--- src/rtl/rd_stream_ctrl_if.sv ---
// +----------------------------------------------------------------------------+
// | rd_stream_ctrl_if : control, memory-read and stream signals of the reader   |
// | Revision: 1.0                                                              |
// +----------------------------------------------------------------------------+
`default_nettype none

interface rd_stream_ctrl_if #(
  parameter int DataWidth = 32,
  parameter int AddrWidth = 32,
  parameter int LenWidth  = 16
) ();

  logic                 start_i;
  logic                 stop_i;
  logic [AddrWidth-1:0] cfg_base_addr_i;
  logic [LenWidth-1:0]  cfg_len_i;
  logic [LenWidth-1:0]  cfg_loops_i;
  logic [AddrWidth-1:0] mem_addr_o;
  logic [DataWidth-1:0] mem_data_i;
  logic [DataWidth-1:0] data_o;
  logic                 valid_o;
  logic                 ready_i;
  logic                 last_o;
  logic                 busy_o;
  logic                 done_o;
  logic [LenWidth-1:0]  pass_cnt_o;

  // The controller side.
  modport master (
    input  start_i, stop_i, cfg_base_addr_i, cfg_len_i, cfg_loops_i,
    input  mem_data_i, ready_i,
    output mem_addr_o, data_o, valid_o, last_o, busy_o, done_o, pass_cnt_o
  );

  // The environment side: memory, stream sink and configuring host.
  modport slave (
    output start_i, stop_i, cfg_base_addr_i, cfg_len_i, cfg_loops_i,
    output mem_data_i, ready_i,
    input  mem_addr_o, data_o, valid_o, last_o, busy_o, done_o, pass_cnt_o
  );

endinterface

`default_nettype wire

--- src/rtl/rd_stream_ctrl.sv ---
// +----------------------------------------------------------------------------+
// | rd_stream_ctrl : reads len words from base, loops times, onto a           |
// | valid/ready stream with a one-word output register.  Revision: 1.0         |
// +----------------------------------------------------------------------------+
`default_nettype none

module rd_stream_ctrl #(
  parameter int DataWidth = 32,
  parameter int AddrWidth = 32,
  parameter int LenWidth  = 16
) (
  input  wire logic         clk_i,
  input  wire logic         rst_i,
  rd_stream_ctrl_if.master  bus
);

  typedef enum logic [1:0] {
    ST_IDLE  = 2'd0,
    ST_RUN   = 2'd1,
    ST_DRAIN = 2'd2,
    ST_DONE  = 2'd3
  } state_e;

  state_e               state_q, state_d;
  logic [AddrWidth-1:0] base_q, base_d;
  logic [LenWidth-1:0]  len_q, len_d;
  logic [LenWidth-1:0]  loops_q, loops_d;
  logic [LenWidth-1:0]  word_idx_q, word_idx_d;
  logic [LenWidth-1:0]  pass_idx_q, pass_idx_d;
  logic [LenWidth-1:0]  pass_cnt_q, pass_cnt_d;
  logic [DataWidth-1:0] data_q, data_d;
  logic                 valid_q, valid_d;
  logic                 last_q, last_d;
  logic                 busy_q, busy_d;
  logic                 done_q, done_d;

  logic load;
  logic accept;
  logic word_end;
  logic pass_end;
  logic final_word;

  // The output register refills whenever it is empty or being drained this cycle.
  assign load       = (state_q == ST_RUN) && (!valid_q || bus.ready_i);
  assign accept     = valid_q && bus.ready_i;
  assign word_end   = (word_idx_q == (len_q - LenWidth'(1)));
  assign pass_end   = (pass_idx_q == (loops_q - LenWidth'(1)));
  assign final_word = word_end && pass_end;

  always_comb begin
    state_d    = state_q;
    base_d     = base_q;
    len_d      = len_q;
    loops_d    = loops_q;
    word_idx_d = word_idx_q;
    pass_idx_d = pass_idx_q;
    pass_cnt_d = pass_cnt_q;
    data_d     = data_q;
    valid_d    = valid_q;
    last_d     = last_q;

    case (state_q)
      ST_IDLE: begin
        if (bus.start_i) begin
          base_d     = bus.cfg_base_addr_i;
          len_d      = bus.cfg_len_i;
          loops_d    = bus.cfg_loops_i;
          word_idx_d = '0;
          pass_idx_d = '0;
          pass_cnt_d = '0;
          if ((bus.cfg_len_i == '0) || (bus.cfg_loops_i == '0)) begin
            state_d = ST_DONE;
          end else begin
            state_d = ST_RUN;
          end
        end
      end

      ST_RUN: begin
        if (bus.stop_i) begin
          valid_d = 1'b0;
          last_d  = 1'b0;
          state_d = ST_DONE;
        end else if (load) begin
          data_d  = bus.mem_data_i;
          valid_d = 1'b1;
          last_d  = final_word;
          if (word_end) begin
            word_idx_d = '0;
            pass_idx_d = pass_idx_q + LenWidth'(1);
            pass_cnt_d = pass_cnt_q + LenWidth'(1);
          end else begin
            word_idx_d = word_idx_q + LenWidth'(1);
          end
          if (final_word) begin
            state_d = ST_DRAIN;
          end
        end
      end

      ST_DRAIN: begin
        if (bus.stop_i || accept) begin
          valid_d = 1'b0;
          last_d  = 1'b0;
          state_d = ST_DONE;
        end
      end

      ST_DONE: begin
        state_d = ST_IDLE;
      end

      default: begin
        state_d = ST_IDLE;
      end
    endcase

    // Status flags are registered copies of the state being entered.
    busy_d = (state_d != ST_IDLE);
    done_d = (state_d == ST_DONE);
  end

  always_ff @(posedge clk_i) begin
    if (rst_i) begin
      state_q    <= ST_IDLE;
      base_q     <= '0;
      len_q      <= '0;
      loops_q    <= '0;
      word_idx_q <= '0;
      pass_idx_q <= '0;
      pass_cnt_q <= '0;
      data_q     <= '0;
      valid_q    <= 1'b0;
      last_q     <= 1'b0;
      busy_q     <= 1'b0;
      done_q     <= 1'b0;
    end else begin
      state_q    <= state_d;
      base_q     <= base_d;
      len_q      <= len_d;
      loops_q    <= loops_d;
      word_idx_q <= word_idx_d;
      pass_idx_q <= pass_idx_d;
      pass_cnt_q <= pass_cnt_d;
      data_q     <= data_d;
      valid_q    <= valid_d;
      last_q     <= last_d;
      busy_q     <= busy_d;
      done_q     <= done_d;
    end
  end

  assign bus.mem_addr_o = base_q + AddrWidth'(word_idx_q);
  assign bus.data_o     = data_q;
  assign bus.valid_o    = valid_q;
  assign bus.last_o     = last_q;
  assign bus.busy_o     = busy_q;
  assign bus.done_o     = done_q;
  assign bus.pass_cnt_o = pass_cnt_q;

endmodule

`default_nettype wire

--- src/flat_wrapper.sv ---
// flat-port wrapper written by rule: the top's interface ports become plain ports
module rd_stream_ctrl_flat 
#(
  parameter int DataWidth = 32,
  parameter int AddrWidth = 32,
  parameter int LenWidth  = 16
)
  (clk_i, rst_i, bus_start_i, bus_stop_i, bus_cfg_base_addr_i, bus_cfg_len_i, bus_cfg_loops_i, bus_mem_data_i, bus_ready_i, bus_mem_addr_o, bus_data_o, bus_valid_o, bus_last_o, bus_busy_o, bus_done_o, bus_pass_cnt_o);
  rd_stream_ctrl_if #(.DataWidth(DataWidth), .AddrWidth(AddrWidth), .LenWidth(LenWidth)) bus_i ();
  input  wire logic clk_i;
  input  wire logic rst_i;
  input wire logic [$bits(bus_i.start_i)-1:0] bus_start_i;
  input wire logic [$bits(bus_i.stop_i)-1:0] bus_stop_i;
  input wire logic [$bits(bus_i.cfg_base_addr_i)-1:0] bus_cfg_base_addr_i;
  input wire logic [$bits(bus_i.cfg_len_i)-1:0] bus_cfg_len_i;
  input wire logic [$bits(bus_i.cfg_loops_i)-1:0] bus_cfg_loops_i;
  input wire logic [$bits(bus_i.mem_data_i)-1:0] bus_mem_data_i;
  input wire logic [$bits(bus_i.ready_i)-1:0] bus_ready_i;
  output wire logic [$bits(bus_i.mem_addr_o)-1:0] bus_mem_addr_o;
  output wire logic [$bits(bus_i.data_o)-1:0] bus_data_o;
  output wire logic [$bits(bus_i.valid_o)-1:0] bus_valid_o;
  output wire logic [$bits(bus_i.last_o)-1:0] bus_last_o;
  output wire logic [$bits(bus_i.busy_o)-1:0] bus_busy_o;
  output wire logic [$bits(bus_i.done_o)-1:0] bus_done_o;
  output wire logic [$bits(bus_i.pass_cnt_o)-1:0] bus_pass_cnt_o;
  assign bus_i.start_i = bus_start_i;
  assign bus_i.stop_i = bus_stop_i;
  assign bus_i.cfg_base_addr_i = bus_cfg_base_addr_i;
  assign bus_i.cfg_len_i = bus_cfg_len_i;
  assign bus_i.cfg_loops_i = bus_cfg_loops_i;
  assign bus_i.mem_data_i = bus_mem_data_i;
  assign bus_i.ready_i = bus_ready_i;
  assign bus_mem_addr_o = bus_i.mem_addr_o;
  assign bus_data_o = bus_i.data_o;
  assign bus_valid_o = bus_i.valid_o;
  assign bus_last_o = bus_i.last_o;
  assign bus_busy_o = bus_i.busy_o;
  assign bus_done_o = bus_i.done_o;
  assign bus_pass_cnt_o = bus_i.pass_cnt_o;
  rd_stream_ctrl #(.DataWidth(DataWidth), .AddrWidth(AddrWidth), .LenWidth(LenWidth)) u_core (.clk_i(clk_i), .rst_i(rst_i), .bus(bus_i));
endmodule
--- config.mk ---
export PLATFORM = sky130hd
export DESIGN_NAME = rd_stream_ctrl_flat
export DESIGN_NICKNAME = d
export VERILOG_FILES = /design/src/rtl/rd_stream_ctrl_if.sv /design/src/rtl/rd_stream_ctrl.sv /design/src/flat_wrapper.sv
export SDC_FILE = /design/constraint.sdc
export NUM_CORES = 1
export LEC_CHECK = 0
export CAP_MARGIN = 40
export CORE_MARGIN = 4
export CORE_UTILIZATION = 55
export DETAILED_ROUTE_END_ITERATION = 16
export PLACE_DENSITY = 0.86
export SLEW_MARGIN = 20
export SYNTH_ARGS = -nofsm -noshare
export SYNTH_HDL_FRONTEND = slang
export SYNTH_SLANG_ARGS = --single-unit
--- constraint.sdc ---
create_clock -name clk_i -period 7.5 [get_ports clk_i]
set_clock_uncertainty 0.15 [all_clocks]
set_input_delay 1.5 -clock clk_i [delete_from_list [all_inputs] [get_ports clk_i]]
set_output_delay 1.5 -clock clk_i [all_outputs]
set_load 0.005 [all_outputs]
==> flow_summary_export.csv, run 1 <==
group,metric,value,unit
logic_synthesis,netlist_top_cells_area,"dfxtp_1 37%, nand2_1 11%, a21oi_1 9.3%",
global_route,grt_pass1_vias,7989,
timing,fmax,181,MHz
cells_and_area,final_area,0.0107,mm2
drt,routed_wl,23400,um
floorplanning,die_w,130,um
logic_synthesis,netlist_area,0.00821,mm2
global_route,track_usage,0.277,
timing,period_share,0.738,
drt,routedWlPerCell,16.4,um
drt,drc,0,
clocking,cts_buffer_depth,2,
logic_synthesis,syn_nets,1202,
timing,slew_viol_final,0,
floorplanning,die_area,0.0169,mm2
timing,rsz0062_at_grt,"false",
power,total_leakage_power,3.86,nW
clocking,clock-sinks,150,
power,switching_power,0.574,mW
setup_path,crit_path_max_fanout,8,
drt,via_count,8315,
clocking,htreeDepth,4,
timing,slew_headroom,0.438,
logic_synthesis,synth-compound-area-share,0.195,
logic_synthesis,yosys.area_share.xor_xnor,0.0715,
setup_path,start_kind,"flip-flop",
placed_design,placed_cells,1394,
timing,period_needed,5.54,ns
logic_synthesis,synth_warnings,0,
clocking,cts_root_buf,"clkbuf_16",
global_route,grt_pass1_wl,38000,um
cells_and_area,final_cells,1426,
timing,timing_hold_violations_final,0,
timing,worst_pin_slew,0.836,ns
power,switching_share,0.269,
power,powerDensity,199,mW/mm2
cells_and_area,diodes,0,
logic_synthesis,ys.flop_type,"dfxtp_1",
logic_synthesis,synth_top_family_by_area,"simple AND/OR/NAND/NOR gates",
power,power.total,2.13,mW
power,internal_power,1.56,mW
logic_synthesis,syn_inst,1079,
clocking,cts_tree,"yes",
logic_synthesis,synth_fa_ha_area_frac,0.0345,
hold_path,hold_path_depth,2,
logic_synthesis,synth_seq_cells,150,
logic_synthesis,synthArstFlopShare,0,
logic_synthesis,synthTopCellsByCount,"239 x nand2_1, 152 x a21oi_1, 150 x dfxtp_1, 51 x clkbuf_1, 46 x xnor2_1",
placed_design,gp_congestion,0.947,
power,power_frac_comb,0.177,
drt,vias_per_cell,5.83,
floorplanning,start_util,0.563,
setup_path,path_class,"reg2out",
logic_synthesis,synth_area_leader_cell,"dfxtp_1",
power,seq_power_share,0.412,
setup_path,cp-end-kind,"output port",
drt,postRouteAntennaNets,0,
flow_run,maxCapViolCount,0,
floorplanning,ios,185,
cells_and_area,area.growth.synth_to_final,30.5,%
power,irDropWorstVdd,0.195,mV
global_route,grt-ovfl-total,0,
clocking,post_cts_buffers,0,
floorplanning,core_area,0.0146,mm2
power,clockPowerShare,0.411,
drt,firstDrtPassIters,6,
logic_synthesis,synth_edf_count,0,
global_route,grt_max_degree,70,
logic_synthesis,syn_avg_cell_area,7.61,um2
logic_synthesis,synth_simple_gate_area_share,0.278,
placed_design,hpwl,17000,um
placed_design,port_buffers,184,
hold_path,min_path_type,"reg2reg",
logic_synthesis,synth.distinct_cells,63,
timing,tns,0,ns
timing,hold_ws,0.301,ns
logic_synthesis,muxShareOfSynthArea,0.00976,
clocking,clk-insertion-delay-late,0.43,ns
cells_and_area,nets,1353,
logic_synthesis,ys_seq_area_frac,0.366,
clocking,ctsResizeCount,0,
cells_and_area,drive_gt1_frac,0.0475,
floorplanning,die_h,130,um
drt,drt_iter0_drc,514,
setup_path,crit_required,5.85,ns
logic_synthesis,yosys.area.top_type_share,0.366,
clocking,clk_pin_slew,0.06,ns
setup_path,crit_arrival,3.89,ns
placed_design,pre_cts_ws,2.45,ns
clocking,hold_buffers,0,
outcome,status,"completed",
clocking,numCtsBuffers,17,
timing,fin_ws,1.96,ns
placed_design,place_area,0.0101,mm2
timing,finalSetupViolCount,0,
global_route,antenna_found_initial,0,
setup_path,reg2regPathDepth,11,
floorplanning,rows,44,
cells_and_area,post-route-util,0.734,
logic_synthesis,yosysMostFrequentCell,"nand2_1",
## worst max-delay path: stages (launching register included)
cell             delay (ns)
dfxtp_1                0.46
ha_1                   0.22
inv_1                  0.06
fa_1                   0.40
nor2b_1                0.13
o21a_1                 0.16
o21ai_0                0.12
a2111o_1               0.47
a31oi_1                0.24
a211o_1                0.36
nand4_1                0.17
xnor2_1                0.16
clkdlybuf4s50_1        0.52
## power groups by stage
stage	clock network (mW)	logic [mW]	registers (mW)
2_1_floorplan	0	0.230	0.877
3_3_place_gp	0	0.364	0.891
3_5_place_dp	0	0.373	0.893
4_1_cts	0.888	0.377	0.876
5_1_grt	0.924	0.415	0.882
6_report	0.875	0.378	0.877
## cell families after synthesis
logic type	Yosys count
multiplexers	8
AND/OR/NAND/NOR	468
XOR/XNOR	67
adder cells (fa/ha/maj)	22
buffers and inverters	94
flip-flops	150
AO/OA/AOI/OAI	270
## flip-flops by register name (all words and copies together) (netlist names), 2 cells and up
name and cells:
u_core.loops_q 16, u_core.state_q 2, u_core.len_q 16, u_core.base_q 32, u_core.pass_idx_q 16, u_core.bus.pass_cnt_o 16, u_core.bus.data_o 32, u_core.word_idx_q 16
## final cells by class
type / count / area (um2)
Timing Repair Buffer: 193 / 1910
Clock buffer: 19 / 453
Fill cell: 1178 / 3880
Tap cell: 184 / 230
Inverter: 33 / 124
Sequential cell: 150 / 3000
Clock inverter: 12 / 154
Multi-Input combinational cell: 835 / 4840
## cells in the final DEF (no fill, tap or decap), types with 4 or more instances in the layout
| master | instances |
|---|---|
| a211oi_1 | 4 |
| a21oi_1 | 152 |
| a31oi_1 | 16 |
| a41o_1 | 5 |
| and2_1 | 4 |
| and3_1 | 24 |
| buf_4 | 7 |
| clkbuf_16 | 17 |
| clkdlybuf4s50_1 | 183 |
| dfxtp_1 | 150 |
| ha_1 | 21 |
| inv_1 | 33 |
| mux2i_1 | 8 |
| nand2_1 | 238 |
| nand2b_1 | 17 |
| nand3_1 | 34 |
| nand3b_1 | 5 |
| nand4_1 | 9 |
| nand4b_1 | 4 |
| nor2_1 | 36 |
| nor2b_1 | 9 |
| nor3_1 | 16 |
| nor4_1 | 18 |
| o2111ai_1 | 10 |
| o21ai_0 | 34 |
| o22ai_1 | 6 |
| o31ai_1 | 11 |
| o41ai_1 | 5 |
| or2_2 | 5 |
| or3_1 | 19 |
| or4_1 | 11 |
| xnor2_1 | 46 |
| xor2_1 | 21 |
## per-layer routing
metal,global-route usage,share of wire,vias to the layer above
li1,-,-,4120
met1,0.333,0.42,3830
met2,0.453,0.46,315
met3,0.0986,0.091,50
met4,0.108,0.028,0
met5,0,0,-
## worst paths after layout
path,start,endpoint,slack [ns]
worst max-delay path,u_core.word_idx_q[0],bus_mem_addr_o[30],1.96
worst min register to register,u_core.bus.data_o[19],u_core.bus.data_o[19],0.30
worst min-delay path,u_core.bus.data_o[19],u_core.bus.data_o[19],0.30
worst max register to register,u_core.len_q[0],u_core.pass_idx_q[8],3.64
Power figures use the tool's default switching activity.
==> run 2: changes to the inputs <==
Settings changed: CORE_UTILIZATION 55 to 46, PLACE_DENSITY 0.86 to 0.77.
Clock period 7.5 ns to 5 ns, I/O delays scaled along.
==> flow_summary_export.csv, run 2 (synthesized netlist as in run 1, its figures left out) <==
group,metric,value,unit
drt,routed_wl,23300,um
power,irDropWorstVdd,0.256,mV
global_route,grt_max_degree,74,
setup_path,reg2regPathDepth,13,
drt,firstDrtPassIters,5,
setup_path,r2r_end,"u_core.bus.pass_cnt_o[7]",
setup_path,critPathBufInv,1,
setup_path,path_delay_family,"compound AO/OA/AOI/OAI gates",
cells_and_area,fill_cells,1556,
setup_path,cp_cell_sequence,"ha_1 -> or3_1 -> o21ai_0 -> a21oi_1 -> a221o_1 -> a211o_1 -> nand4_1 -> xnor2_1 -> clkdlybuf4s50_1",
clocking,cts_tree,"yes",
timing,fmax,213,MHz
placed_design,pre_cts_ws,0.556,ns
clocking,cts_buffer_depth,2,
drt,vias_per_cell,5.60,
timing,slew_viol_final,0,
cells_and_area,final_cell_mix,"238 x nand2_1, 183 x clkdlybuf4s50_1, 152 x a21oi_1",
timing,rsz0062_at_grt,"false",
timing,fin_ws,0.297,ns
global_route,track_usage,0.228,
drt,via_count,8246,
drt,routedWlPerCell,15.8,um
timing,timing_hold_violations_final,0,
timing,period_needed,4.70,ns
placed_design,hpwl,16900,um
setup_path,start_kind,"flip-flop",
global_route,grt-ovfl-total,0,
floorplanning,ios,185,
cells_and_area,area.growth.synth_to_final,31.5,%
cells_and_area,diodes,0,
cells_and_area,drive_gt1_frac,0.0545,
hold_path,hold_path_depth,2,
global_route,antenna_found_initial,0,
flow_run,maxCapViolCount,0,
floorplanning,die_h,142,um
setup_path,crit_path_max_fanout,10,
hold_path,min_path_type,"reg2reg",
cells_and_area,mostFrequentLayoutCell,"nand2_1",
timing,tns,0,ns
cells_and_area,post-route-util,0.619,
setup_path,path_class,"reg2out",
clocking,clk_pin_slew,0.06,ns
floorplanning,die_area,0.0200,mm2
power,total_leakage_power,3.87,nW
global_route,grt_pass1_wl,37700,um
power,powerDensity,291,mW/mm2
power,power.total,3.13,mW
clocking,numCtsBuffers,17,
placed_design,gp_congestion,0.875,
clocking,clk-insertion-delay-late,0.43,ns
setup_path,r2r_slack,1.07,ns
cells_and_area,nets,1358,
clocking,cts_root_buf,"clkbuf_16",
floorplanning,start_util,0.471,
setup_path,slowest_stage,"clkdlybuf4s50_1",
hold_path,whs_endpoint,"u_core.bus.data_o[24]",
cells_and_area,multi_input_area,0.00485,mm2
clocking,htreeDepth,4,
timing,period_share,0.941,
floorplanning,rows,48,
floorplanning,die_w,142,um
drt,drc,0,
outcome,status,"completed",
clocking,clock-sinks,150,
timing,worst_pin_slew,0.771,ns
floorplanning,core_area,0.0174,mm2
timing,finalSetupViolCount,0,
placed_design,port_buffers,184,
setup_path,crit_arrival,3.55,ns
drt,postRouteAntennaNets,0,
setup_path,crit_required,3.85,ns
global_route,grt_pass1_vias,7714,
timing,slew_headroom,0.486,
timing,hold_ws,0.303,ns
setup_path,critPathMaxStageDelay,0.54,ns
drt,drt_iter0_drc,545,
cells_and_area,ff_latch_area,0.00300,mm2
setup_path,crit-reg2reg-launch,"u_core.len_q[0]",
setup_path,cp-end-kind,"output port",
hold_path,min_from,"u_core.bus.data_o[24]",
run 2: per-layer routing:
| layer | vias up | global-route usage | part of all wire |
|---|---|---|---|
| met3 | 38 | 0.0755 | 0.084 |
| met4 | 0 | 0.0833 | 0.024 |
| met1 | 3834 | 0.282 | 0.43 |
| li1 | 4123 | - | - |
| met2 | 251 | 0.372 | 0.46 |
| met5 | - | 0 | 0 |
run 2: per-stage QoR:
| step | instance area, um2 | std cells |
|---|---|---|
| floorplan | 8210 | 1079 |
| detailed placement | 10200 | 1440 |
| global placement | 10200 | 1438 |
| CTS | 10800 | 1472 |
| global route | 10800 | 1473 |
| finish | 10800 | 1473 |
run 2: how the worst max path moves through the flow:
stage	start	to	slack, ns	cells past startpoint
global route	u_core.word_idx_q[0]	bus_mem_addr_o[18]	0.008	12
detailed placement	u_core.word_idx_q[1]	bus_mem_addr_o[18]	0.56	11
finish	u_core.word_idx_q[5]	bus_mem_addr_o[31]	0.30	9
global placement	u_core.word_idx_q[1]	bus_mem_addr_o[30]	0.66	11
floorplan	u_core.word_idx_q[0]	bus_mem_addr_o[30]	1.16	12
CTS	u_core.word_idx_q[1]	bus_mem_addr_o[30]	0.07	11
run 2: what timing repair did:
item	4_1_cts	5_1_grt
hold buffers	0	0
setup endpoints to repair	0	8
setup buffers	0	1
gates resized for setup	0	3
endpoints found under the hold margin	0	0
run 2: area by class of cell:
type	instances	area share
inverters	33	0.0115
multi-input cells	835	0.449
clock buffers	19	0.0420
well taps	225	0.0261
flip-flops and latches	150	0.278
clock inverters	13	0.0115
repair buffers	198	0.181
run 2: report_power, final:
group | switching (mW) | internal, mW | leakage (nW)
Clock | 0.532 | 0.716 | 0.276
Combinational | 0.291 | 0.283 | 2.37
Sequential | 0.0614 | 1.25 | 1.22
Total | 0.884 | 2.25 | 3.87
run 2: worst min-delay path: stages (launching register included):
cell and delay (ns):
dfxtp_1 0.31, nand2_1 0.05, a21oi_1 0.05
==> run 3: changes to the inputs <==
Settings changed: CORE_UTILIZATION 46 to 40, PLACE_DENSITY 0.77 to 0.68, SKIP_CTS_REPAIR_TIMING set to 1.
==> flow_summary_export.csv, run 3 (synthesized netlist as in run 1, its figures left out) <==
group,metric,value,unit
outcome,status,"completed",
cells_and_area,final_cells,1515,
setup_path,crit-reg2reg-launch,"u_core.len_q[0]",
cells_and_area,mostFrequentLayoutCell,"nand2_1",
power,powerDensity,297,mW/mm2
timing,fin_ws,0.267,ns
setup_path,worst-path-stages,11,
timing,finalSetupViolCount,0,
global_route,grt_pass1_wl,38000,um
clocking,clk-insertion-delay-late,0.42,ns
cells_and_area,multi_input_area,0.00484,mm2
power,total_leakage_power,3.89,nW
drt,drt_iter0_drc,495,
hold_path,min_path_type,"reg2reg",
setup_path,critPathBufInv,2,
timing,rsz0062_at_grt,"false",
timing,tns,0,ns
setup_path,crit_required,3.85,ns
drt,via_count,8104,
timing,timing_hold_violations_final,0,
flow_run,maxCapViolCount,0,
setup_path,startpoint,"u_core.word_idx_q[1]",
drt,routedWlPerCell,15.6,um
timing,period_share,0.947,
cells_and_area,post-route-util,0.537,
cells_and_area,area.growth.synth_to_final,32.5,%
global_route,grt_max_degree,75,
setup_path,start_kind,"flip-flop",
floorplanning,die_w,151,um
setup_path,reg2regPathDepth,10,
clocking,clock-sinks,150,
setup_path,crit_arrival,3.58,ns
floorplanning,rows,52,
placed_design,placed_cells,1483,
floorplanning,ios,185,
setup_path,cp-end-kind,"output port",
clocking,htreeDepth,4,
floorplanning,die_area,0.0229,mm2
setup_path,path_delay_family,"compound AO/OA/AOI/OAI gates",
floorplanning,die_h,151,um
setup_path,slowest_stage,"clkdlybuf4s50_1",
drt,routed_wl,23600,um
cells_and_area,diodes,0,
setup_path,crit_path_max_fanout,8,
cells_and_area,drive_gt1_frac,0.0506,
setup_path,r2r_slack,1.10,ns
placed_design,hpwl,17300,um
power,irDropWorstVdd,0.216,mV
setup_path,path_class,"reg2out",
drt,postRouteAntennaNets,0,
clocking,cts_tree,"yes",
timing,slew_viol_final,0,
placed_design,port_buffers,184,
cells_and_area,ff_latch_area,0.00300,mm2
global_route,antenna_found_initial,0,
drt,firstDrtPassIters,5,
drt,vias_per_cell,5.35,
setup_path,cp-endpoint,"bus_mem_addr_o[30]",
clocking,clk_pin_slew,0.07,ns
global_route,grt-ovfl-total,0,
setup_path,cp_cell_sequence,"inv_1 -> fa_1 -> nor2b_1 -> o21a_1 -> o21ai_0 -> a2111o_1 -> a31oi_1 -> a211o_2 -> nand4_1 -> xnor2_1 -> clkdlybuf4s50_1",
timing,worst_pin_slew,0.850,ns
floorplanning,core_area,0.0202,mm2
floorplanning,start_util,0.406,
timing,fmax,211,MHz
clocking,cts_root_buf,"clkbuf_16",
timing,period_needed,4.73,ns
clocking,cts_buffer_depth,2,
setup_path,critPathMaxStageDelay,0.52,ns
global_route,grt_pass1_vias,7589,
cells_and_area,final_cell_mix,"238 x nand2_1, 183 x clkdlybuf4s50_1, 152 x a21oi_1",
timing,hold_ws,0.304,ns
cells_and_area,nets,1355,
placed_design,pre_cts_ws,0.609,ns
setup_path,r2r_end,"u_core.bus.done_o",
global_route,track_usage,0.206,
cells_and_area,fill_cells,1951,
timing,slew_headroom,0.428,
drt,drc,0,
clocking,numCtsBuffers,17,
placed_design,gp_congestion,0.869,
==> run 3: through the flow <==
stage / area, um2 / total power [mW]
finish: 10900 / 3.23
CTS: 10900 / 3.26
detailed placement: 10300 / 1.91
global placement: 10200 / 1.90
global route: 10900 / 3.38
floorplan: 8210 / 1.66
==> run 3: worst min path at each step <==
stage | start | slack (ns) | to | cells past startpoint
after floorplan | u_core.base_q[0] | 0.29 | u_core.base_q[0] | 2
after global placement | u_core.bus.data_o[9] | 0.29 | u_core.bus.data_o[9] | 2
after detailed placement | u_core.bus.data_o[24] | 0.30 | u_core.bus.data_o[24] | 2
after CTS | u_core.bus.data_o[24] | 0.31 | u_core.bus.data_o[24] | 2
after global routing | u_core.bus.data_o[24] | 0.32 | u_core.bus.data_o[24] | 2
final | u_core.bus.data_o[23] | 0.30 | u_core.bus.data_o[23] | 2
==> run 3: cell type report <==
cell class	count	area share
clock buffers	17	0.0391
clock inverters	15	0.0176
inverters	33	0.0114
multi-input cells	835	0.445
flip-flops and latches	150	0.276
well taps	270	0.0311
repair buffers	195	0.180
==> run 3: worst min-delay path: stages (launching register included) <==
cell and delay (ns):
dfxtp_1 0.31, nand2_1 0.05, a21oi_1 0.05
==> run 3: per-layer routing <==
layer | vias to the layer above | global-route usage | routed length [um]
met5 | - | 0 | 0
met4 | 0 | 0.0571 | 229
met3 | 11 | 0.0679 | 1810
met2 | 238 | 0.335 | 10900
met1 | 3743 | 0.262 | 10700
li1 | 4112 | - | -
==> run 3: report_power, final <==
group,total [mW],internal (mW),switching [mW]
Combinational,0.572,0.282,0.290
Sequential,1.31,1.25,0.0616
Clock,1.34,0.799,0.543
